`config.mk`:
```
export PLATFORM = sky130hd
export DESIGN_NAME = latch_bank_wr_ctrl_flat
export DESIGN_NICKNAME = d
export VERILOG_FILES = /design/src/rtl/latch_bank_wr_ctrl_if.sv /design/src/rtl/latch_bank_wr_ctrl.sv /design/src/flat_wrapper.sv
export SDC_FILE = /design/constraint.sdc
export NUM_CORES = 1
export LEC_CHECK = 0
export ABC_AREA = 0
export BUFFER_PORTS_ARGS = -buffer_cell sky130_fd_sc_hd__buf_2
export CAP_MARGIN = 30
export CORE_MARGIN = 1
export CORE_UTILIZATION = 51
export CTS_CLUSTER_SIZE = 12
export DETAILED_ROUTE_END_ITERATION = 8
export HOLD_SLACK_MARGIN = 0.15
export PLACE_DENSITY = 0.84
export SETUP_SLACK_MARGIN = 0.5
export SYNTH_ARGS = -nofsm -noshare
export SYNTH_HDL_FRONTEND = slang
export SYNTH_SLANG_ARGS = --single-unit
export TNS_END_PERCENT = 30
```
`constraint.sdc`:
```
create_clock -name clk -period 2.6 [get_ports clk]
set_clock_uncertainty 0.2 [all_clocks]
set_input_delay 0.26 -clock clk [delete_from_list [all_inputs] [get_ports clk]]
set_output_delay 0.26 -clock clk [all_outputs]
set_load 0.01 [all_outputs]
```
`src/rtl/latch_bank_wr_ctrl_if.sv`:
```
// -----------------------------------------------------------------------------
// latch_bank_wr_ctrl_if
//   Requester-side request bus plus the latch-array drive signals of
//   latch_bank_wr_ctrl. The controller attaches through the slave modport;
//   requester logic (or a testbench) uses the master modport.
// -----------------------------------------------------------------------------
interface latch_bank_wr_ctrl_if #(
  parameter int NREQ = 4,
  parameter int DW   = 8,
  parameter int AW   = 2
);
  localparam int GW = (NREQ > 1) ? $clog2(NREQ) : 1;

  logic [NREQ-1:0]      req;
  logic [NREQ*AW-1:0]   req_addr;
  logic [NREQ*DW-1:0]   req_data;
  logic [NREQ-1:0]      ack;
  logic [(1<<AW)-1:0]   lat_en;
  logic [DW-1:0]        lat_d;
  logic                 busy;
  logic [GW-1:0]        grant_id;

  modport master (
    output req, req_addr, req_data,
    input  ack, lat_en, lat_d, busy, grant_id
  );

  modport slave (
    input  req, req_addr, req_data,
    output ack, lat_en, lat_d, busy, grant_id
  );
endinterface

```
`src/rtl/latch_bank_wr_ctrl.sv`:
```
// -----------------------------------------------------------------------------
// latch_bank_wr_ctrl
//   Write sequencer for an external bank of level-sensitive D-latches shared
//   by NREQ requesters. Each write runs SETUP (data driven, enables low),
//   OPEN (one enable high for OPEN_CYC cycles) and HOLD (enables low, data
//   still held, ack pulsed) so latch data is stable around both enable edges.
//
//   Optional build macro: LATCH_ARB_FIXED_PRIO_EN
//     undefined (default) : round-robin arbitration with a rotating pointer
//     defined             : fixed priority, lowest requester index wins,
//                           no pointer is built
//   Phase timing and handshake are identical in both builds.
//
//   Reset is synchronous and active-low; every output is a flop.
// -----------------------------------------------------------------------------
module latch_bank_wr_ctrl #(
  parameter int NREQ     = 4,
  parameter int DW       = 8,
  parameter int AW       = 2,
  parameter int OPEN_CYC = 2
) (
  input  logic                  clk,
  input  logic                  rst_n,
  latch_bank_wr_ctrl_if.slave   bus
);

  localparam int DEPTH = 1 << AW;
  localparam int GW    = (NREQ > 1) ? $clog2(NREQ) : 1;
  localparam int CW    = (OPEN_CYC > 1) ? $clog2(OPEN_CYC) : 1;

  localparam logic [CW-1:0] OPEN_LAST = CW'(OPEN_CYC - 1);
  localparam logic [GW-1:0] LAST_REQ  = GW'(NREQ - 1);

  typedef enum logic [1:0] {
    ST_IDLE  = 2'd0,
    ST_SETUP = 2'd1,
    ST_OPEN  = 2'd2,
    ST_HOLD  = 2'd3
  } state_t;

  state_t          state_r;
  logic [AW-1:0]   addr_r;
  logic [CW-1:0]   open_cnt_r;

  logic            win_found_s;
  logic [GW-1:0]   win_idx_s;
  logic [AW-1:0]   win_addr_s;
  logic [DW-1:0]   win_data_s;

  // One-hot latch enable for a bank entry.
  function automatic logic [DEPTH-1:0] entry_onehot(input logic [AW-1:0] a);
    logic [DEPTH-1:0] v;
    v    = {DEPTH{1'b0}};
    v[a] = 1'b1;
    return v;
  endfunction

  // One-hot ack vector for a requester index.
  function automatic logic [NREQ-1:0] req_onehot(input logic [GW-1:0] g);
    logic [NREQ-1:0] v;
    v    = {NREQ{1'b0}};
    v[g] = 1'b1;
    return v;
  endfunction

`ifdef LATCH_ARB_FIXED_PRIO_EN

  // Fixed priority: scan from the top so the lowest set index is left last.
  always_comb begin
    win_found_s = 1'b0;
    win_idx_s   = {GW{1'b0}};
    for (int i = NREQ - 1; i >= 0; i--) begin
      if (bus.req[i]) begin
        win_found_s = 1'b1;
        win_idx_s   = GW'(i);
      end else begin
        win_found_s = win_found_s;
      end
    end
  end

`else

  logic [GW-1:0] ptr_r;

  // Round-robin pick: rotate the request vector so the pointer position is
  // bit 0, take the first set bit, then map it back to a requester index.
  function automatic logic [GW:0] rr_pick(input logic [NREQ-1:0] r,
                                          input logic [GW-1:0]   p);
    logic [2*NREQ-1:0] dbl;
    logic              found;
    logic [GW:0]       sum;
    logic [GW-1:0]     idx;
    dbl   = {r, r} >> p;
    found = 1'b0;
    idx   = {GW{1'b0}};
    for (int k = 0; k < NREQ; k++) begin
      sum = {1'b0, p} + (GW+1)'(k);
      if (sum >= (GW+1)'(NREQ)) begin
        sum = sum - (GW+1)'(NREQ);
      end else begin
        sum = sum;
      end
      if (!found && dbl[k]) begin
        found = 1'b1;
        idx   = sum[GW-1:0];
      end else begin
        found = found;
      end
    end
    return {found, idx};
  endfunction

  // Round-robin winner search starting at the pointer.
  always_comb begin
    win_found_s = 1'b0;
    win_idx_s   = {GW{1'b0}};
    {win_found_s, win_idx_s} = rr_pick(bus.req, ptr_r);
  end

  // Pointer moves past the winner when its write completes.
  always_ff @(posedge clk) begin
    if (!rst_n) begin
      ptr_r <= {GW{1'b0}};
    end else if (state_r == ST_OPEN && open_cnt_r == OPEN_LAST) begin
      ptr_r <= (bus.grant_id == LAST_REQ) ? {GW{1'b0}} : bus.grant_id + GW'(1);
    end else begin
      ptr_r <= ptr_r;
    end
  end

`endif

  // Select the winning requester's address and data from the packed buses.
  always_comb begin
    win_addr_s = {AW{1'b0}};
    win_data_s = {DW{1'b0}};
    for (int i = 0; i < NREQ; i++) begin
      if (win_idx_s == GW'(i)) begin
        win_addr_s = bus.req_addr[i*AW +: AW];
        win_data_s = bus.req_data[i*DW +: DW];
      end else begin
        win_addr_s = win_addr_s;
      end
    end
  end

  // Transaction sequencer: IDLE -> SETUP -> OPEN x OPEN_CYC -> HOLD -> IDLE.
  always_ff @(posedge clk) begin
    if (!rst_n) begin
      state_r      <= ST_IDLE;
      addr_r       <= {AW{1'b0}};
      open_cnt_r   <= {CW{1'b0}};
      bus.lat_en   <= {DEPTH{1'b0}};
      bus.lat_d    <= {DW{1'b0}};
      bus.ack      <= {NREQ{1'b0}};
      bus.busy     <= 1'b0;
      bus.grant_id <= {GW{1'b0}};
    end else begin
      case (state_r)
        ST_IDLE: begin
          bus.ack    <= {NREQ{1'b0}};
          bus.lat_en <= {DEPTH{1'b0}};
          open_cnt_r <= {CW{1'b0}};
          if (win_found_s) begin
            // lat_d only ever changes here, on the way into SETUP.
            state_r      <= ST_SETUP;
            bus.busy     <= 1'b1;
            bus.grant_id <= win_idx_s;
            addr_r       <= win_addr_s;
            bus.lat_d    <= win_data_s;
          end else begin
            state_r  <= ST_IDLE;
            bus.busy <= 1'b0;
          end
        end
        ST_SETUP: begin
          state_r    <= ST_OPEN;
          open_cnt_r <= {CW{1'b0}};
          bus.lat_en <= entry_onehot(addr_r);
        end
        ST_OPEN: begin
          if (open_cnt_r == OPEN_LAST) begin
            state_r    <= ST_HOLD;
            open_cnt_r <= {CW{1'b0}};
            bus.lat_en <= {DEPTH{1'b0}};
            bus.ack    <= req_onehot(bus.grant_id);
          end else begin
            open_cnt_r <= open_cnt_r + CW'(1);
          end
        end
        ST_HOLD: begin
          state_r  <= ST_IDLE;
          bus.ack  <= {NREQ{1'b0}};
          bus.busy <= 1'b0;
        end
        default: begin
          state_r    <= ST_IDLE;
          open_cnt_r <= {CW{1'b0}};
          bus.lat_en <= {DEPTH{1'b0}};
          bus.ack    <= {NREQ{1'b0}};
          bus.busy   <= 1'b0;
        end
      endcase
    end
  end

endmodule

```
`src/flat_wrapper.sv`:
```
// flat-port wrapper written by rule: the top's interface ports become plain ports
module latch_bank_wr_ctrl_flat 
#(
  parameter int NREQ     = 4,
  parameter int DW       = 8,
  parameter int AW       = 2,
  parameter int OPEN_CYC = 2
)
  (clk, rst_n, bus_req, bus_req_addr, bus_req_data, bus_ack, bus_lat_en, bus_lat_d, bus_busy, bus_grant_id);
  latch_bank_wr_ctrl_if #(.NREQ(NREQ), .DW(DW), .AW(AW)) bus_i ();
  input  logic clk;
  input  logic rst_n;
  input wire logic [$bits(bus_i.req)-1:0] bus_req;
  input wire logic [$bits(bus_i.req_addr)-1:0] bus_req_addr;
  input wire logic [$bits(bus_i.req_data)-1:0] bus_req_data;
  output wire logic [$bits(bus_i.ack)-1:0] bus_ack;
  output wire logic [$bits(bus_i.lat_en)-1:0] bus_lat_en;
  output wire logic [$bits(bus_i.lat_d)-1:0] bus_lat_d;
  output wire logic [$bits(bus_i.busy)-1:0] bus_busy;
  output wire logic [$bits(bus_i.grant_id)-1:0] bus_grant_id;
  assign bus_i.req = bus_req;
  assign bus_i.req_addr = bus_req_addr;
  assign bus_i.req_data = bus_req_data;
  assign bus_ack = bus_i.ack;
  assign bus_lat_en = bus_i.lat_en;
  assign bus_lat_d = bus_i.lat_d;
  assign bus_busy = bus_i.busy;
  assign bus_grant_id = bus_i.grant_id;
  latch_bank_wr_ctrl #(.NREQ(NREQ), .DW(DW), .AW(AW), .OPEN_CYC(OPEN_CYC)) u_core (.clk(clk), .rst_n(rst_n), .bus(bus_i));
endmodule
```
==> results.txt, run 1 <==
The run finished, with violations left. The final reports fail on design-rule violations. The routed length on met2 is 2770 microns. The total clock buffers created by CTS is 3. The die outline area came out at 3290 sq um. The slack of the worst reg-to-reg path came out at between 0.6 and 0.7 ns. The tree is rooted in a clkbuf_4. The overall die height came out at 57.3 microns. The worst hold path begins at bus_req[3]. The floorplan core area came out at approximately 2800 sq um. The endpoint of the most critical register-to-register path is u_core.addr_r[1]. TritonCTS built the clock tree. Measured against its own limit, the worst slew margin works out to 0.636. Setup repair after global routing could not meet its margin everywhere.

The count of input and output buffers came out at 64. The arrival time reported for the critical path endpoint is 2.01 ns. The worst setup path category is register to register. The measured slew at the worst slew-check pin is 0.542 ns. The end of the worst hold path is u_core.bus.grant_id[0]. Tracing the worst setup path back leads to its startpoint at u_core.state_r[0].

The number of warnings issued by yosys came out at 0. Entering global routing, the biggest net connects 22 pins. The clock insertion delay at the later pin of the skew report came out at between 0.3 and 0.4 ns. The initial antenna violation count was 1. The effective utilization at floorplan is 0.552. The flip-flop and latch area is 520 sq um. From synthesis to final layout, the design area changed by 48.1%. The tightest min-delay check is of the input pin to register type. The final number of setup-violating endpoints came out at 0. In the detailed route, the total length drawn on met3 is between 200 and 300 microns. The accumulated negative setup slack is 0 ns. In this run the number of H-tree levels came out at 1. In this run the critical register-to-register path is launched from u_core.state_r[0].

The net count after synthesis is between 200 and 250. The sequential cell area fraction in the yosys report came out at 0.333. The power density over the cells is ~610 nW/um^2.

The maximum clock rate is approximately 0.5 GHz. The worst setup path is launched from a register. The clock-pin slew on the worst setup and hold paths came out at roughly 0.15 ns.

The buffers inserted during post-CTS setup optimization is 0. The number of library cell types mapped by synthesis came out at 34. The first global-routing pass estimated between 8000 and 9000 microns of wire.

The area of the mapped netlist is 1560 sq um. STA classifies the critical path endpoint as a register. The static power due to leakage came out at between 1 and 1.5 nW.

The required time at the endpoint of the critical path is about 2.6 ns. In the global route stage, overall resource usage came out at 0.337. For this run, design rule violations remaining after detail routing come to 6. The worst slack on hold paths came out at 0.275 ns. The average via count per standard cell is about 5.6. The fill cell total of the finished layout is around 180. The total grt overflow came out at 0.

The flip-flop and latch count after synthesis is 26. Routability-driven placement finished with a final weighted congestion of about 0.75. The net total in the final layout came out at roughly 320.

The first routing iteration left 99 violations. The number of placement rows is 19. The number of global-route vias before repair was ~1700. The number of max-slew violations in the final report came out at 0.

The area of combinational cells with multiple inputs came out at around 930 sq um. The worst hold path stage count is 5. The number of top-level pins is 65. The share of layout cells above drive strength 1 came out at 0.316. The final standard cell utilization of the core is 0.817.

The half-perimeter wire length of the detailed placement result is around 2600 microns. The number of failing hold endpoints at the final stage is 0. The mean cell area of the mapped netlist is between 9 and 10 sq um.

The synthesized instance count is between 150 and 200. The signal on the critical path passes through inv_1, ha_1, nor2b_2, nand3b_4, o221ai_1. The maximum clock insertion buffer count is 2. The die extent in x came out at about 57 microns.

The average wire length per cell after detail routing came out at about 18 microns. Summing internal, switching and leakage power gives 1.41 mW. The max-capacitance violation count came out at 0.

The detailed-routing wirelength on met1 came out at slightly below 2000 microns. VDD sags by at most about 0.00056 V. The total length of routed wires is between 5000 and 6000 microns.

The smallest clock period supported by the final layout is computed as approximately 2 ns. The biggest cell delay along the critical path came out at ~0.44 ns. In the finished design, the share of the clock period the worst path needs comes to 0.767.

Before antenna repair, the detailed router went through 6 iterations. The routed layout has 1656 vias. On the critical path, the stage with the largest delay is an instance of nor2b_2. For the worst flop-to-flop path, the logic depth is 5. The maximum fanout along the worst path is 10. The count of antenna-violating nets left after detailed routing came out at 0. The total number of clock tree sinks came out at 26. Routed signal wires occupy layers up through met4.
final cells by class:
type | count | share of cell area
flip-flops and latches | 26 | 0.225
diodes | 1 | 0.00108
clock buffers | 4 | 0.0157
inverters | 11 | 0.0179
multi-input cells | 115 | 0.401
repair buffers | 107 | 0.323
well taps | 31 | 0.0168
sequential cells by signal, indices dropped and copies added (netlist names):
name,cells
u_core.ptr_r,2
u_core.bus.lat_d,8
u_core.state_r,2
u_core.bus.busy,1
u_core.bus.lat_en,4
u_core.open_cnt_r,1
u_core.bus.grant_id,2
u_core.bus.ack,4
u_core.addr_r,2
timing repair:
item / CTS / global route
hold endpoints to repair: 13 / 0
gates resized for setup: 0 / 1
hold buffers: 41 / 0
setup endpoints to repair: 0 / 12
Yosys cell counts, drive strengths merged:
cell     n  area share
nor3b    1      0.0048
nor2     2      0.0048
ha       8       0.064
nor4     1      0.0080
nor2b   12       0.050
a21boi   6       0.029
o211a    1      0.0064
mux2i   23        0.15
a22o     1      0.0056
nor3     2      0.0064
a32oi    1      0.0056
nand2b   2      0.0080
buf      5       0.032
nand2   15       0.036
o21ai    9       0.029
nand3b   1       0.013
a221oi   1       0.017
a22oi    4       0.019
nand3    6       0.027
dfxtp   26        0.33
inv     11       0.026
o221ai  10       0.072
clkbuf   4       0.016
nand4    1      0.0040
a21oi    6       0.024
nand4b   2       0.011
through the flow:
stage / setup slack, ns / cell area [sq um] / std cells
6_report: 0.607 / 2310 / 295
5_1_grt: 0.469 / 2310 / 295
4_1_cts: 0.511 / 2310 / 294
3_5_place_dp: 0.559 / 1860 / 249
3_3_place_gp: 0.616 / 1860 / 249
2_1_floorplan: 1.01 / 1560 / 161
layout by cell type (no fill, tap or decap), drive strengths merged, types with 2 or more instances in the layout:
cell type / n
nand4b: 2
inv: 11
ha: 8
nand2: 15
clkbuf: 4
a22oi: 4
nor2b: 12
o221ai: 10
dlygate4sd3: 41
o21ai: 9
mux2i: 23
nand2b: 2
buf: 66
nand3: 6
a21oi: 6
dfxtp: 26
a21boi: 6
nor2: 2
nor3: 2
critical path, delay by kind of cell, from the launching register on:
family / cells / cell delay [ns]
AND/OR/NAND/NOR: 2 / 0.70
flip-flops: 1 / 0.36
AO/OA/AOI/OAI: 1 / 0.33
adder cells (fa/ha/maj): 1 / 0.20
buffers and inverters: 1 / 0.10
cell families (layout without fill, tap and decap cells):
logic type	after synthesis	in the layout	synth area share
mux	23	23	0.147
buf+inv	20	122	0.0745
other cells	0	1	0
fa+ha+maj	8	8	0.0641
compound gates	39	39	0.208
simple gates	45	45	0.173
flops	26	26	0.333
worst max-delay path by stage:
stage                                      end  slack [ns]
final                         u_core.addr_r[1]        0.61
after CTS                  u_core.bus.lat_d[1]        0.51
after global placement        u_core.addr_r[1]        0.62
after global routing      u_core.bus.lat_en[3]        0.47
after detailed placement   u_core.bus.lat_d[1]        0.56
after floorplan            u_core.bus.lat_d[0]        1.01
routing by layer:
metal  global-route usage  vias up
li1                     -      790
met1                0.338      762
met2                0.617       68
met3               0.0658       36
met4                0.247        0
met5                    0        -
power by group:
group / leakage, nW / switching, mW / internal [mW]
registers: 0.213 / 0.0746 / 0.486
logic: 0.769 / 0.362 / 0.287
clock network: 0.0210 / 0.119 / 0.0856
total: 1.00 / 0.556 / 0.859
No activity file was read; power rests on OpenSTA's default activity.
==> run 2, diff against run 1 <==
--- a/config.mk
+++ b/config.mk
@@ -5,15 +5,15 @@
 export SDC_FILE = /design/constraint.sdc
 export NUM_CORES = 1
 export LEC_CHECK = 0
-export ABC_AREA = 0
+export ABC_AREA = 1
 export BUFFER_PORTS_ARGS = -buffer_cell sky130_fd_sc_hd__buf_2
 export CAP_MARGIN = 30
 export CORE_MARGIN = 1
-export CORE_UTILIZATION = 51
+export CORE_UTILIZATION = 44
 export CTS_CLUSTER_SIZE = 12
 export DETAILED_ROUTE_END_ITERATION = 8
 export HOLD_SLACK_MARGIN = 0.15
-export PLACE_DENSITY = 0.84
+export PLACE_DENSITY = 0.76
 export SETUP_SLACK_MARGIN = 0.5
 export SYNTH_ARGS = -nofsm -noshare
 export SYNTH_HDL_FRONTEND = slang
==> constraint.sdc (replaced) <==
create_clock -name clk -period 1.7 [get_ports clk]
set_clock_uncertainty 0.2 [all_clocks]
set_input_delay 0.17 -clock clk [delete_from_list [all_inputs] [get_ports clk]]
set_output_delay 0.17 -clock clk [all_outputs]
set_load 0.01 [all_outputs]
==> run 2 against run 1 <==
The flow finishes with violations (negative setup slack); wire length grew 21%; synthesized area grew 9.5%; global-route usage shrank 4.7 points.
==> results.txt, run 2 <==
Run status: complete, but fails checks (unchanged). Violations in the final reports: negative setup slack (was design-rule violations). The uppermost signal routing layer after detailed routing is met4 (unchanged). The library cell used as clock root buffer is clkbuf_8 (was clkbuf_4).

The total number of clock tree sinks came out at 26 (unchanged). The static power due to leakage came out at 1.46 nW (was 1.00 nW). The required time at the endpoint of the critical path was 1.64 ns (was 2.62 ns). The cell taking the most area after synthesis is dfxtp_1 (unchanged). The fill cell total of the finished layout came out at 236 (was 175). The share of layout cells above drive strength 1 is 0.394 (was 0.316).

The flip-flop count of the largest register, all copies and words added came out at 8 (unchanged). Unrepaired setup endpoints after global routing: true (unchanged). The worst-case vdd ir drop came out at 0.000958 V (was 0.000562 V). The half-perimeter wire length of the detailed placement result came to 3230 microns (was 2620 microns). The initial antenna violation count is 0 (was 1). The starting DRC count in detailed routing is 117 (was 99). The arrival time reported for the critical path endpoint came out at 2.15 ns (was 2.01 ns).

The category of the worst setup path launch point is a register (unchanged). Commonest non-fill, non-tap cells in the layout: nand2_1 (68), buf_2 (64), dlygate4sd3_1 (39), inv_1 (30), dfxtp_1 (22) (was buf_2 (64), dlygate4sd3_1 (41), dfxtp_1 (26), mux2i_1 (23), nand2_1 (15)). The number of flops mapped to enable cells by yosys came out at 0 (unchanged).

The measured slew at the worst slew-check pin came out at 0.572 ns (was 0.542 ns). The effective utilization at floorplan was 0.463 (was 0.552). The number of library cell types mapped by synthesis came to 25 (was 34). The average via count per standard cell came out at 5.38 (was 5.61).

The final number of setup-violating endpoints came to 14 (was 0). The weighted congestion at the end of routability-driven global placement was 0.848 (was 0.752). The mean cell area of the mapped netlist is 6.60 sq um (was 9.70 sq um). The minimum setup slack after placement came out at -0.357 ns (was 0.559 ns).

The endpoint type of the worst setup path was a register (unchanged). The die outline area is 4140 sq um (was 3290 sq um). The path depth of the worst reg2reg path came to 12 (was 5). The net total in the final layout is 443 (was 318).

The most common library cell in the layout ignoring fill and taps is nand2_1 (was buf_2). The power density over the cells is 1140 nW/um^2 (was 612 nW/um^2). The count of input and output buffers is 64 (unchanged). The first-pass iteration count of the detailed router is 5 (was 6). The CTS tree was done (unchanged). The top flip-flop cell by instance count after synthesis was dfxtp_1 (unchanged). The synthesis-to-finish area growth was 70.3% (was 48.1%). The register with the most flip-flops is u_core.bus.lat_d (unchanged).

The type of the worst min-delay path was input pin to register (unchanged). The max-capacitance violation count came to 0 (unchanged). The period utilization came out at 1.30 (was 0.767).

The sequential cell area fraction in the yosys report came to 0.305 (was 0.333). The total DRC errors in the routed layout is 0 (was 6). The die extent in x came out at 64.3 microns (was 57.3 microns). The tightest slew margin relative to the limit is 0.618 (was 0.636). The overall die height came to 64.3 microns (was 57.3 microns). The total length of routed wires came out at 6550 microns (was 5420 microns). The floorplan core area is 3690 sq um (was 2830 sq um). The maximum clock rate came out at 0.452 GHz (was 0.502 GHz). The met3 wire length is 515 microns (was 252 microns).

The maximum clock insertion buffer count came out at 2 (unchanged). The number of failing hold endpoints at the final stage is 0 (unchanged). The number of global-route vias before repair is 2140 (was 1720). The flip-flop and latch count after synthesis is 26 (unchanged). The cell with the most instances after synthesis is nand2_1 (was dfxtp_1). The post-route minimum period came out at 2.21 ns (was 1.99 ns). The area of the mapped netlist is 1710 sq um (was 1560 sq um).

The antenna diode count is 0 (was 1). The total clock buffers created by CTS is 3 (unchanged). The number of cells in the finished layout apart from fillers was 436 (was 295).

The number of H-tree branching levels was 1 (unchanged). The total instance count after detailed placement came out at 379 (was 249). The number of warnings issued by yosys came out at 0 (unchanged). The clock insertion delay at the later pin of the skew report is 0.27 ns (was 0.32 ns). The number of placement rows is 22 (was 19).

The end of the critical path is u_core.addr_r[0] (was u_core.addr_r[1]). The number of buffers inserted for hold repair after clock tree synthesis came out at 39 (was 41). The number of top-level pins came out at 65 (unchanged). The endpoint of the most critical register-to-register path was u_core.addr_r[0] (was u_core.addr_r[1]). The number of max-slew violations in the final report was 0 (unchanged). The total routing usage reported by global routing came out at 0.290 (was 0.337). Top post-synthesis cells by area: dfxtp_1 (30%), nand2_1 (17%), inv_1 (7.7%) (was dfxtp_1 (33%), mux2i_1 (15%), ha_1 (6.4%)).

The clock-pin slew on the worst setup and hold paths is 0.09 ns (was 0.15 ns). The number of vias after detailed routing was 2344 (was 1656). The proportion of register bits with asynchronous set or reset after synthesis is 0 (unchanged). The worst setup path category is register to register (unchanged).

The largest net degree at the start of global routing came out at 17 (was 22). Post-synth top cells: nand2_1 (78), inv_1 (35), dfxtp_1 (26) (was dfxtp_1 (26), mux2i_1 (23), nand2_1 (15)). The wire length of the first global-routing pass came out at 9240 microns (was 8180 microns).

Registers with the most flip-flops: u_core.bus.lat_d x8, u_core.bus.ack x4, u_core.bus.lat_en x4 (unchanged). The detailed-routing wirelength on met1 came out at 2330 microns (was 1990 microns). The worst path setup slack after routing came out at -0.512 ns (was 0.607 ns).

The launch instance of the worst register-to-register path is u_core.ptr_r[0] (was u_core.state_r[0]). The total grt overflow came out at 0 (unchanged). The net count after synthesis came out at 313 (was 215). The launching instance or port of the critical path is u_core.ptr_r[0] (was u_core.state_r[0]). The synthesized instance count is 259 (was 161). The count of antenna-violating nets left after detailed routing is 0 (unchanged).

The slack of the worst reg-to-reg path came out at -0.51 ns (was 0.61 ns). The maximum fanout along the worst path came to 8 (was 10). The average wire length per cell after detail routing came to 15.0 microns (was 18.4 microns). The routed length on met2 is 3270 microns (was 2770 microns).

The area share of the leading cell type in the synthesized netlist came to 0.305 (was 0.333).
==> run 2: layout make-up <==
class | instances | area, sq um | share of cell area
flip-flops and latches | 26 | 526 | 0.181
well taps | 48 | 60.1 | 0.0206
clock inverters | 1 | 30.0 | 0.0103
inverters | 38 | 161 | 0.0555
repair buffers | 132 | 976 | 0.335
clock buffers | 3 | 41.3 | 0.0142
multi-input cells | 188 | 1120 | 0.383
==> run 2: cell families after synthesis <==
| logic type | Yosys count | share of synthesized area |
|---|---|---|
| AO/OA/AOI/OAI | 36 | 0.111 |
| XOR/XNOR | 1 | 0.00513 |
| adder cells (fa/ha/maj) | 8 | 0.0586 |
| buffers and inverters | 45 | 0.126 |
| flip-flops | 26 | 0.305 |
| AND/OR/NAND/NOR | 143 | 0.395 |
==> run 2: layer usage <==
layer,vias to the layer above,global-route usage
met5,-,0
met4,0,0.211
met3,47,0.0750
met2,154,0.487
met1,1053,0.312
li1,1090,-
==> run 2: repair_timing <==
action                                  4_1_cts  5_1_grt
setup buffers                                 8        6
endpoints found under the setup margin       28       28
pin swaps                                    15       27
resized for setup                            10       48
hold endpoints to repair                     19        7
==> run 2: critical path, stage by stage (launching register included) <==
cell and delay [ns]:
dfxtp_2 0.33, buf_12 0.14, nand2_1 0.10, nand3_2 0.11, nand2_4 0.12, inv_1 0.06, nor2_2 0.10, nand4_1 0.18
nand2_2 0.14, clkinvlp_4 0.19, buf_12 0.19, nand4_1 0.11, a21oi_1 0.09
==> run 2: stage by stage <==
step | util | total power, mW | instance area (sq um) | setup TNS, ns | hold slack (ns)
after CTS | 0.732 | 2.94 | 2700 | -3.63 | 0.102
after global placement | 0.584 | 2.27 | 2150 | -3.55 | 0.247
final | 0.789 | 3.33 | 2910 | -5.51 | 0.114
after global routing | 0.789 | 3.51 | 2910 | -7.00 | 0.116
after detailed placement | 0.584 | 2.29 | 2150 | -3.88 | 0.252
after floorplan | - | 1.85 | 1710 | -1.15 | 0.173
==> run 2: worst min path at each step <==
stage / from / to / slack [ns] / depth (start not counted)
floorplan: rst_n / u_core.bus.lat_d[0] / 0.17 / 2
finish: rst_n / u_core.bus.grant_id[1] / 0.11 / 4
CTS: rst_n / u_core.ptr_r[1] / 0.10 / 4
detailed placement: u_core.bus.ack[0] / u_core.bus.ack[0] / 0.25 / 2
global route: rst_n / u_core.bus.grant_id[1] / 0.12 / 4
global placement: u_core.bus.ack[3] / u_core.bus.ack[3] / 0.25 / 2
==> run 2: power by group <==
group          switching, mW  leakage [nW]  internal (mW)  total (mW)
sequential             0.147         0.215          0.792       0.940
clock                  0.199        0.0357          0.315       0.514
combinational           1.06          1.21          0.809        1.87
==> run 3, diff against run 2 <==
--- a/config.mk
+++ b/config.mk
@@ -9,11 +9,12 @@
 export BUFFER_PORTS_ARGS = -buffer_cell sky130_fd_sc_hd__buf_2
 export CAP_MARGIN = 30
 export CORE_MARGIN = 1
-export CORE_UTILIZATION = 44
+export CORE_UTILIZATION = 46
+export CTS_BUF_LIST = sky130_fd_sc_hd__clkbuf_4
 export CTS_CLUSTER_SIZE = 12
 export DETAILED_ROUTE_END_ITERATION = 8
 export HOLD_SLACK_MARGIN = 0.15
-export PLACE_DENSITY = 0.76
+export PLACE_DENSITY = 0.79
 export SETUP_SLACK_MARGIN = 0.5
 export SYNTH_ARGS = -nofsm -noshare
 export SYNTH_HDL_FRONTEND = slang
==> run 3 against run 2 <==
Sequential cell count unchanged; wire length up 15%; hold slack better by 0.16 ns; largest cell class unchanged; clock power down 13%; die area down 4.2%; the flow still finishes with violations (negative setup slack).
==> results.txt, run 3 (synthesized netlist as in run 2, its figures left out) <==
The measured slew at the worst slew-check pin came to 0.610 ns (was 0.572 ns). The net total in the final layout was 444 (was 443). The first-pass iteration count of the detailed router came out at 7 (was 5). The max-capacitance violation count is 0 (unchanged). The required time at the endpoint of the critical path came out at 1.78 ns (was 1.64 ns). The initial antenna violation count came out at 0 (unchanged).

The maximum clock insertion buffer count is 2 (unchanged). The total length of routed wires came to 7500 microns (was 6550 microns). The arrival time reported for the critical path endpoint came out at 2.20 ns (was 2.15 ns). The maximum fanout along the worst path is 7 (was 8). The floorplan core area came to 3440 sq um (was 3690 sq um). The end of the worst hold path is u_core.bus.ack[0] (was u_core.bus.grant_id[1]). The overall die height is 63.0 microns (was 64.3 microns). The number of H-tree branching levels is 1 (unchanged). The clock-pin slew on the worst setup and hold paths was 0.16 ns (was 0.09 ns). The endpoint type of the worst setup path was a register (unchanged). The maximum clock rate came out at 0.472 GHz (was 0.452 GHz). The number of vias after detailed routing was 2453 (was 2344). The largest net degree at the start of global routing came out at 17 (unchanged). The slack of the worst reg-to-reg path is -0.42 ns (was -0.51 ns). The worst-case vdd ir drop is 0.000641 V (was 0.000958 V). Unrepaired setup endpoints after global routing: true (unchanged).

Run status: complete, but fails checks (unchanged). The period utilization came out at 1.25 (was 1.30). The wire length of the first global-routing pass is 10400 microns (was 9240 microns). The count of antenna-violating nets left after detailed routing is 0 (unchanged). The most common library cell in the layout ignoring fill and taps was nand2_1 (unchanged). The total routing usage reported by global routing came out at 0.334 (was 0.290). The weighted congestion at the end of routability-driven global placement came out at 0.810 (was 0.848).

The accumulated negative setup slack came out at -4.02 ns (was -5.51 ns). The half-perimeter wire length of the detailed placement result is 3430 microns (was 3230 microns). The number of failing hold endpoints at the final stage came out at 0 (unchanged).

The antenna diode count came out at 0 (unchanged). The total DRC errors in the routed layout came out at 0 (unchanged). The launch instance of the worst register-to-register path is u_core.ptr_r[0] (unchanged). The number of placement rows is 21 (was 22). The post-layout instance area is 2990 sq um (was 2910 sq um). The number of max-slew violations in the final report came out at 0 (unchanged). The synthesis-to-finish area growth came out at 74.9% (was 70.3%). The die extent in x came to 63.0 microns (was 64.3 microns). The power density over the cells came to 1160 nW/um^2 (was 1140 nW/um^2). The post-route minimum period came out at 2.12 ns (was 2.21 ns). The final number of setup-violating endpoints is 14 (unchanged).

The tightest slew margin relative to the limit is 0.593 (was 0.618). The average via count per standard cell came out at 5.64 (was 5.38). The average wire length per cell after detail routing came out at 17.2 microns (was 15.0 microns). The post-place instance area came out at 2190 sq um (was 2150 sq um). The register with the most flip-flops is u_core.bus.lat_d (unchanged). The worst setup path category is register to register (unchanged). The type of the worst min-delay path was register to register (was input pin to register).

The category of the worst setup path launch point is a register (unchanged). The clock insertion delay at the later pin of the skew report is 0.34 ns (was 0.27 ns). The total number of clock tree sinks was 26 (unchanged). The CTS tree is done (unchanged).

The path depth of the worst reg2reg path is 15 (was 12). The count of input and output buffers is 64 (unchanged). The total clock buffers created by CTS came out at 3 (unchanged).

The starting DRC count in detailed routing came out at 206 (was 117). The worst path setup slack after routing came to -0.420 ns (was -0.512 ns). The die outline area is 3960 sq um (was 4140 sq um). Violations in the final reports: negative setup slack (unchanged). The endpoint of the most critical register-to-register path was u_core.bus.lat_d[6] (was u_core.addr_r[0]). The worst hold path stage count came out at 2 (was 4). The launching instance or port of the critical path is u_core.ptr_r[0] (unchanged).

The total grt overflow came out at 0 (unchanged). Commonest non-fill, non-tap cells in the layout: nand2_1 (62), buf_2 (56), dlygate4sd3_1 (41), inv_1 (30) (was nand2_1 (68), buf_2 (64), dlygate4sd3_1 (39), inv_1 (30), dfxtp_1 (22)). The number of top-level pins came out at 65 (unchanged). The worst slack on hold paths is 0.276 ns (was 0.114 ns). Registers with the most flip-flops: u_core.bus.lat_d x8, u_core.bus.ack x4, u_core.bus.lat_en x4 (unchanged). The critical hold path startpoint is u_core.bus.ack[0] (was rst_n). The share of layout cells above drive strength 1 was 0.432 (was 0.394).

The number of global-route vias before repair came out at 2244 (was 2140). The flip-flop count of the largest register, all copies and words added is 8 (unchanged). The static power due to leakage came out at 1.46 nW (about the same). The effective utilization at floorplan came to 0.497 (was 0.463). The library cell used as clock root buffer is clkbuf_4 (was clkbuf_8).
## run 3: layout make-up
cell class / instances / area, sq um
multi-input cells: 188 / 1150
repair buffers: 133 / 1020
flip-flops and latches: 26 / 541
inverters: 38 / 163
clock inverters: 1 / 30.0
well taps: 46 / 57.6
clock buffers: 3 / 22.5
fillers: 172 / 453
## run 3: worst max-delay path by stage
stage                           to  slack [ns]  depth (start not counted)
6_report       u_core.bus.lat_d[6]       -0.42                         15
3_5_place_dp   u_core.bus.lat_d[1]       -0.45                         11
3_3_place_gp   u_core.bus.lat_d[7]       -0.39                         13
5_1_grt        u_core.bus.lat_d[4]       -0.53                         13
2_1_floorplan  u_core.bus.lat_d[5]       -0.12                         15
4_1_cts        u_core.bus.lat_d[3]       -0.29                         12
## run 3: worst max-delay path, cell delays in order (launching register included)
cell	delay, ns
dfxtp_4	0.41
inv_6	0.09
nand2_4	0.05
nand2_2	0.06
nand2_2	0.07
nand2_4	0.09
nor2_2	0.06
nand2_2	0.07
nand2_1	0.06
nor2_1	0.19
nand2_2	0.15
nor2_4	0.13
nand2_1	0.09
nand4_1	0.12
nand2_1	0.08
a21oi_1	0.14
## run 3: metal layers
layer  up-vias  share of wire  GRT usage  wire length, microns
met2       203           0.48      0.590                  3580
met1      1096           0.36      0.390                  2680
met4         0          0.064      0.151                   483
met5         -              0          0                     0
met3        61           0.10     0.0529                   762
li1       1093              -          -                     -
## run 3: where the power goes
part,switching (mW),internal (mW)
Clock,0.210,0.239
Combinational,1.17,0.870
Sequential,0.180,0.795
## run 3: timing repair
| action | CTS | global route |
|---|---|---|
| cloned | 0 | 1 |
| pin swaps | 17 | 16 |
| endpoints found under the hold margin | 20 | 0 |
| buffers inserted | 1 | 4 |
| gates resized for setup | 23 | 61 |
| endpoints found under the setup margin | 33 | 45 |
| hold buffers | 41 | 0 |
## run 3: through the flow
stage	instances	utilization	power [mW]	setup slack (ns)
2_1_floorplan	259	-	1.85	-0.123
3_3_place_gp	384	0.637	2.33	-0.390
3_5_place_dp	384	0.637	2.37	-0.455
4_1_cts	430	0.798	2.98	-0.289
5_1_grt	435	0.868	3.63	-0.525
6_report	435	0.868	3.47	-0.420
